===== config.mk =====
export PLATFORM = sky130hd
export DESIGN_NAME = muldiv_hilo_ctrl
export DESIGN_NICKNAME = d
export VERILOG_FILES = /design/src/rtl/muldiv_hilo_ctrl.sv
export SDC_FILE = /design/constraint.sdc
export NUM_CORES = 2
export LEC_CHECK = 0
export BUFFER_PORTS_ARGS = -buffer_cell sky130_fd_sc_hd__buf_2
export CORE_UTILIZATION = 42
export DETAILED_ROUTE_END_ITERATION = 6
export PLACE_DENSITY_LB_ADDON = 0.2
export SLEW_MARGIN = 20
export SYNTH_ARGS = -nofsm -noshare
export SYNTH_HDL_FRONTEND = slang
export SYNTH_SLANG_ARGS = --single-unit

===== constraint.sdc =====
create_clock -name clk -period 27.5 [get_ports clk]
set_clock_uncertainty 0.15 [all_clocks]
set_input_delay 1.375 -clock clk [delete_from_list [all_inputs] [get_ports clk]]
set_output_delay 1.375 -clock clk [all_outputs]
set_load 0.01 [all_outputs]

===== src/rtl/muldiv_hilo_ctrl.sv =====
// Multi-cycle MULT/MULTU/DIV/DIVU sequencer that owns the architectural HI/LO registers.
// Optional macro MULDIV_EARLY_OUT_EN: a divide with |dividend| < |divisor| skips iteration.
module muldiv_hilo_ctrl #(
    parameter int MUL_LAT   = 2,
    parameter int DIV_ITERS = 32
) (
    input  logic        clk,
    input  logic        reset,
    input  logic        op_valid,
    input  logic        mul,
    input  logic        div,
    input  logic        mul_signed,
    input  logic        div_signed,
    input  logic        HI_write,
    input  logic        LO_write,
    input  logic [1:0]  HI_MemtoReg,
    input  logic [1:0]  LO_MemtoReg,
    input  logic        mf_hi,
    input  logic        mf_lo,
    input  logic [31:0] src_a,
    input  logic [31:0] src_b,
    input  logic        cancel,
    output logic        stall,
    output logic        busy,
    output logic        done,
    output logic [31:0] hi,
    output logic [31:0] lo
);

    // state   | meaning
    // IDLE    | waiting; accepts mul/div issue and MTHI/MTLO writes
    // MUL_RUN | registered multiplier running, MUL_LAT cycles
    // DIV_RUN | restoring divider, one quotient bit per cycle
    // WB      | done pulse; HI/LO written at the end of this cycle
    typedef enum logic [1:0] {IDLE, MUL_RUN, DIV_RUN, WB} state_t;

    localparam logic [5:0] MUL_TC_LOAD = 6'(MUL_LAT - 1);
    localparam logic [5:0] DIV_TC_LOAD = 6'(DIV_ITERS - 1);

    state_t      state;
    logic [31:0] op_a;
    logic [31:0] op_b;
    logic        mul_sgn;
    logic        neg_q;
    logic        neg_r;
    logic        div_zero;
    logic        hi_we;
    logic        lo_we;
    logic [1:0]  hi_sel;
    logic [1:0]  lo_sel;
    logic [5:0]  cnt;
    logic [31:0] rem;
    logic [31:0] quo;
    logic [63:0] prod;

    logic [31:0] mag_a;
    logic [31:0] mag_b;
    logic [63:0] ext_a;
    logic [63:0] ext_b;
    logic [63:0] prod_full;
    logic [32:0] div_trial;
    logic [31:0] quo_fix;
    logic [31:0] rem_fix;
    logic [31:0] hi_val;
    logic [31:0] lo_val;

    assign stall = op_valid & busy & (mul | div | mf_hi | mf_lo | HI_write | LO_write);

    assign mag_a = (div_signed & src_a[31]) ? (32'd0 - src_a) : src_a;
    assign mag_b = (div_signed & src_b[31]) ? (32'd0 - src_b) : src_b;

    // Sign- or zero-extend to 64 bits so one multiplier covers MULT and MULTU.
    assign ext_a     = mul_sgn ? {{32{op_a[31]}}, op_a} : {32'd0, op_a};
    assign ext_b     = mul_sgn ? {{32{op_b[31]}}, op_b} : {32'd0, op_b};
    assign prod_full = ext_a * ext_b;

    assign div_trial = {rem, quo[31]} - {1'b0, op_b};

    assign quo_fix = neg_q ? (32'd0 - quo) : quo;
    assign rem_fix = neg_r ? (32'd0 - rem) : rem;

    always_comb begin
        hi_val = op_a;
        case (hi_sel)
            2'b00:   hi_val = prod[63:32];
            2'b01:   hi_val = rem_fix;
            default: hi_val = op_a;
        endcase
    end

    always_comb begin
        lo_val = op_a;
        case (lo_sel)
            2'b00:   lo_val = prod[31:0];
            2'b01:   lo_val = quo_fix;
            default: lo_val = op_a;
        endcase
    end

    always_ff @(posedge clk) begin
        if (reset) begin
            state    <= IDLE;
            busy     <= 1'b0;
            done     <= 1'b0;
            hi       <= 32'd0;
            lo       <= 32'd0;
            op_a     <= 32'd0;
            op_b     <= 32'd0;
            mul_sgn  <= 1'b0;
            neg_q    <= 1'b0;
            neg_r    <= 1'b0;
            div_zero <= 1'b0;
            hi_we    <= 1'b0;
            lo_we    <= 1'b0;
            hi_sel   <= 2'b00;
            lo_sel   <= 2'b00;
            cnt      <= 6'd0;
            rem      <= 32'd0;
            quo      <= 32'd0;
            prod     <= 64'd0;
        end else begin
            done <= 1'b0;
            case (state)
                IDLE: begin
                    if (!cancel) begin
                        if (op_valid & (mul | div)) begin
                            op_a     <= src_a;
                            op_b     <= mul ? src_b : mag_b;
                            mul_sgn  <= mul_signed;
                            neg_q    <= div_signed & (src_a[31] ^ src_b[31]);
                            neg_r    <= div_signed & src_a[31];
                            hi_we    <= HI_write;
                            lo_we    <= LO_write;
                            hi_sel   <= HI_MemtoReg;
                            lo_sel   <= LO_MemtoReg;
                            div_zero <= 1'b0;
                            busy     <= 1'b1;
                            if (mul) begin
                                cnt   <= MUL_TC_LOAD;
                                state <= MUL_RUN;
                            end else if (src_b == 32'd0) begin
                                div_zero <= 1'b1;
                                done     <= 1'b1;
                                state    <= WB;
`ifdef MULDIV_EARLY_OUT_EN
                            end else if (mag_a < mag_b) begin
                                // Quotient is zero; remainder magnitude is the dividend itself.
                                quo   <= 32'd0;
                                rem   <= mag_a;
                                done  <= 1'b1;
                                state <= WB;
`endif
                            end else begin
                                quo   <= mag_a;
                                rem   <= 32'd0;
                                cnt   <= DIV_TC_LOAD;
                                state <= DIV_RUN;
                            end
                        end else begin
                            if (op_valid & HI_write & (HI_MemtoReg == 2'b10)) hi <= src_a;
                            if (op_valid & LO_write & (LO_MemtoReg == 2'b10)) lo <= src_a;
                        end
                    end
                end
                MUL_RUN: begin
                    if (cancel) begin
                        state <= IDLE;
                        busy  <= 1'b0;
                    end else begin
                        prod <= prod_full;
                        if (cnt == 6'd0) begin
                            done  <= 1'b1;
                            state <= WB;
                        end else begin
                            cnt <= cnt - 6'd1;
                        end
                    end
                end
                DIV_RUN: begin
                    if (cancel) begin
                        state <= IDLE;
                        busy  <= 1'b0;
                    end else begin
                        if (!div_trial[32]) begin
                            rem <= div_trial[31:0];
                            quo <= {quo[30:0], 1'b1};
                        end else begin
                            rem <= {rem[30:0], quo[31]};
                            quo <= {quo[30:0], 1'b0};
                        end
                        if (cnt == 6'd0) begin
                            done  <= 1'b1;
                            state <= WB;
                        end else begin
                            cnt <= cnt - 6'd1;
                        end
                    end
                end
                WB: begin
                    state <= IDLE;
                    busy  <= 1'b0;
                    if (!cancel && !div_zero) begin
                        if (hi_we) hi <= hi_val;
                        if (lo_we) lo <= lo_val;
                    end
                end
                default: begin
                    state <= IDLE;
                    busy  <= 1'b0;
                end
            endcase
        end
    end

endmodule

# == After elaboration in Yosys (flattened, before gate mapping) ==
# Index checks and enable logic that the tools add are counted.
# totals
register_bits,276
# classes
add_sub_neg,6
n_mul,1
eq_ne,23
n_mux,60
n_bitwise,17
n_reduce_logical,20
# ops
op,n
2-to-1 mux 32 bit,26
one-hot mux 32 bit (2 select lines),6
2-to-1 mux 64 bit,2
"subtractor 1 x 32 -> 32 bit, first input constant",4
multiplier 64 x 64 -> 64 bit,1
2-to-1 mux 6 bit,6
subtractor 33 x 32 -> 33 bit,1
zero test 32 bit,1
"inequality test 2 bit, second input constant",13
AND reduction 6 bit,4
one-hot mux 6 bit (2 select lines),1
2-to-1 mux 1 bit,11
AND 1 bit,10
2-to-1 mux 2 bit,5
AND reduction 3 bit,3
"equality test 2 bit, second input constant",4
"equality test 2 x 1 -> 1 bit, second input constant",3
zero test 2 bit,3
zero test 6 bit,1
one-hot mux 2 bit (3 select lines),1
nonzero test 2 bit,3
"subtractor 6 x 1 -> 6 bit, second input constant",1
bitwise OR 1 bit,5
"inequality test 3 x 1 -> 1 bit, second input constant",1
other kinds (10),11

# == Logic depth before layout (Yosys ltp) ==
# depth
word_depth,7
ltp_mapped,35
ltp_nobuf,32

# == Worst setup path before layout ==
# No wires, ideal clock.
# synth_timing
path_type,flip-flop to flip-flop
from,reg mul_sgn
to,reg prod[61]
arrival_time_ns,8.931
required_time_ns,27.218
slack_ns,18.287
stages_incl_launch_ff,30
n_path_buf,3
period_less_slack_ns,9.213
path_cell_list,dfxtp_1 > and2_1 > clkbuf_1 > clkbuf_1 > nand2_1 > fa_1 > inv_1 > fa_1 > fa_1 > fa_1 > inv_1 > fa_1 > inv_1 > fa_1 > fa_1 > fa_1 > fa_1 > inv_1 > fa_1 > inv_1 > ha_1 > clkbuf_1 > a21o_1 > a21o_1 > a21o_1 > a21o_1 > a21oi_1 > inv_1 > o21ai_0 > or3b_2
# synth_via
elab_chain_len,2
word_cells_on_any_way,3
cone_classes,mul (1); mux (2)
# synth_lines
element,line,text
from (decl),43,logic mul_sgn;
from (signal assigned),129,mul_sgn <= mul_signed;
"2-to-1 mux 64 bit, on equally long branches","73, 74",
multiplier 64 x 64 -> 64 bit (*),75,assign prod_full = ext_a * ext_b;
to (signal assigned),170,prod <= prod_full;
to (decl),54,logic [63:0] prod;
# Mark *: on every way between the ends. The rest lies on a longest branch, timed or not.
# A chain may end at the register's enable or synchronous reset.

# == Worst setup path in the final report ==
# layout_timing
from,reg op_a[18]
to,reg prod[62]
# layout_via
elab_chain_len,2
# layout_lines
element,line,text
from (decl),41,logic [31:0] op_a;
from (signal assigned),127,op_a <= src_a;
2-to-1 mux 64 bit,73,"assign ext_a = mul_sgn ? {{32{op_a[31]}}, op_a} : {32'd0, op_a};"
multiplier 64 x 64 -> 64 bit,75,
# Every way passes these cells.

==> flow_summary.ini <==
[cts]
cts_max_level = 2
cts_inserted_buffers = 34
clk_latency_ps = 590
cts_tree = built
cts-resized-gates = 0
post_cts_buffers = 0
cts_sinks = 276
cts.clk_slew.worst_paths_ps = 60
cts_buffer_depth = 3
cts_root_buffer = clkbuf_16
hold_buffers = 0

[die]
io_pins = 147
rows = 142
die_area_mm2 = 0.1540
die_x_um = 392.4
core_area_mm2 = 0.1505
die_y_um = 392.4
initial_core_util_pct = 42.54

[setup_path]
slowest_delay_ps = 1020
path_max_fanout = 22
critical_path.slowest_cell = dfxtp_1
crit_top_cell = fa_1
cp_data_arrival_time_ps = 10680
startpoint_type = flip-flop
cp-end-kind = flip-flop
path_class = flip-flop to flip-flop
cp.required_ps = 27840

[timing]
rsz0062_at_grt = false
min_period_over_period_pct = 37.59
finalMaxSlewViolations = 0
setup_viol = 0
tns_ps = 0
layout_min_cycle_time_ps = 10340
hold_viol_final = 0
fmax_mhz = 96.74
worst-slew-pin-transition_ps = 1137
relSlewSlack_pct = 23.48

[grt]
grt_max_degree = 100
grt_pass1_vias = 52430
grt_pass1_wl_um = 320100
grt-ovfl-total = 0
antenna_found_initial = 21
track_usage_pct = 27.63

[final_layout]
area_delta_synth_final_pct = 5.846
num-nets-final = 9046
design_area_mm2 = 0.06775
drive_above_1_share_pct = 4.946

[drt]
drc_errors = 0
dr.first_iter.drc_count = 3739
via_count = 49300
drtAntennaViolNets = 0
avgViaCountPerCell = 5.334
wl_per_cell_um = 22.29
first_pass_iters = 6
routed_wl_um = 206000

[yosys]
yosys_warnings = 0
synthArstFlopShare_pct = 0
synth_cell_type_count = 72
ys_seq_elements = 276
synth_top_cell_area_share_pct = 44.28
syn-num-nets = 9179
netlist_top_cells_area = fa_1 44%, inv_1 9.3%, dfxtp_1 8.6%
yosysTopAreaCell = fa_1
syn_inst = 7326
synth_edf_count = 0
synth_flop_cell = dfxtp_1
synth_area_mm2 = 0.06401
synth.yosys.seq_area_share_pct = 8.632
avgSynthCellArea_um2 = 8.738

[power]
max-vdd-ir-drop_mv = 0.04729
power.density_mw_per_mm2 = 31.67
power_leakage_nw = 33.05

[min_path]
min_path_type = flip-flop to flip-flop

[placed_design]
globalplace.congestion = 0.9144
place_area_mm2 = 0.06655
io_buffers = 146
hpwl_um = 162600

[run]
maxCapViolations = 0

[outcome]
status = finished, final reports clean
==> path summary, 6_finish.rpt <==
kind | from | to | slack, ps | cells past startpoint
setup / recovery | op_a[18]$_SDFFE_PP0P_ | prod[62]$_SDFFE_PP0P_ | 17160 | 30
hold / removal | op_a[27]$_SDFFE_PP0P_ | op_a[27]$_SDFFE_PP0P_ | 300 | 2
setup reg to reg | op_a[18]$_SDFFE_PP0P_ | prod[62]$_SDFFE_PP0P_ | 17160 | 30
hold reg to reg | op_a[27]$_SDFFE_PP0P_ | op_a[27]$_SDFFE_PP0P_ | 300 | 2
==> where the power goes <==
part	internal, mW	leakage [nW]	switching [mW]
Sequential	0.449	2.24	0.0473
Clock	0.279	0.571	0.218
Combinational	0.368	30.2	0.785
==> cell usage in the layout, fill, tap and decap left out, types with 9 or more instances in the layout <==
cell type	n
buf_4	106
o31ai_1	26
nand3_1	44
dfxtp_1	263
mux2i_1	29
nand2_1	917
nand4_1	17
inv_1	1586
o21a_1	16
and3_1	39
a21o_1	53
a31oi_1	16
nor2_1	285
clkbuf_16	34
xor2_1	112
nor3_1	54
o41ai_1	16
buf_2	145
or4_1	15
nor2b_1	9
a21oi_1	323
dfxtp_2	13
a211oi_1	147
o21bai_1	11
ha_1	355
o211ai_1	13
nand2b_1	23
o21ai_0	209
nor4_1	23
a22oi_1	9
xnor2_1	138
fa_1	1416
and2_1	571
or3_1	25
==> cell usage after synthesis (9+ instances only) <==
master	n
a221oi_1	10
a31oi_1	16
o21ai_0	209
a2111oi_0	9
nand2b_1	24
nor2_1	286
or3_1	25
inv_1	1586
a211oi_1	147
nor4_1	23
o21bai_1	11
xnor2_1	138
nor3_1	55
o211ai_1	13
nand2_1	919
clkbuf_1	394
a21o_1	53
buf_1	17
o21a_1	16
buf_2	10
nand4_1	17
dfxtp_1	276
o31ai_1	26
or4_1	15
nor2b_1	10
xor2_1	112
a22oi_1	9
and2_1	571
ha_1	357
fa_1	1416
nand3_1	44
mux2i_1	29
and3_1	39
o41ai_1	16
a21oi_1	324
==> sequential cells by signal, summed over array words and instances (netlist names) <==
signal	flops
div_zero	1
rem	32
op_a	32
lo	32
state	2
neg_q	1
done	1
busy	1
quo	32
hi	32
hi_sel	2
op_b	32
hi_we	1
cnt	6
lo_we	1
neg_r	1
prod	64
lo_sel	2
mul_sgn	1
==> per-stage QoR <==
stage	worst slack, ps	total power, mW	cells	util [%]	hold WS, ps
floorplan	18290	1.239	7326	-	275.7
global placement	17450	1.635	9173	44.22	291.2
detailed placement	17340	1.643	9173	44.22	296.6
global route	16700	2.286	9239	45.02	317.3
finish	17160	2.146	9242	45.02	303.1
CTS	17290	2.145	9234	45.01	305.3
==> worst max-delay path: cells and delay by family (launching register included) <==
family,cells,cell delay [ps]
flip-flops,1,1020
AO/OA/AOI/OAI,8,2460
adder cells (fa/ha/maj),11,5140
buffers and inverters,9,950
AND/OR/NAND/NOR,2,520
==> cell type report <==
| cell class | count | area [um^2] |
|---|---|---|
| inverter | 1586 | 5953 |
| timing repair buffer | 252 | 1535 |
| clock buffer | 44 | 958.4 |
| clock inverter | 17 | 222.7 |
| multi-input combinational | 5043 | 51000 |
| tap | 2016 | 2522 |
| antenna | 8 | 20.02 |
| fill | 15020 | 82730 |
| sequential | 276 | 5542 |
==> metal layers <==
metal  vias to the layer above  track usage [%]  routed length (um)
met2                      1478            45.01               96890
met5                         -                0                  10
met3                       313            3.237               11950
met1                     25630            37.47               87970
met4                         2            10.96                9207
li1                      21880                -                   -
==> cells by family after synthesis <==
group	after synthesis	synth area share (%)
buffers and inverters	2007	11.79
and+or+nand+nor	2053	15.27
AOI/OAI and AO/OA	934	9.105
xor gates and xnor gates	250	3.421
adders and majority gates	1775	51.29
DFF	276	8.632
muxes	31	0.4887
No activity file was read; power rests on OpenSTA's default activity.
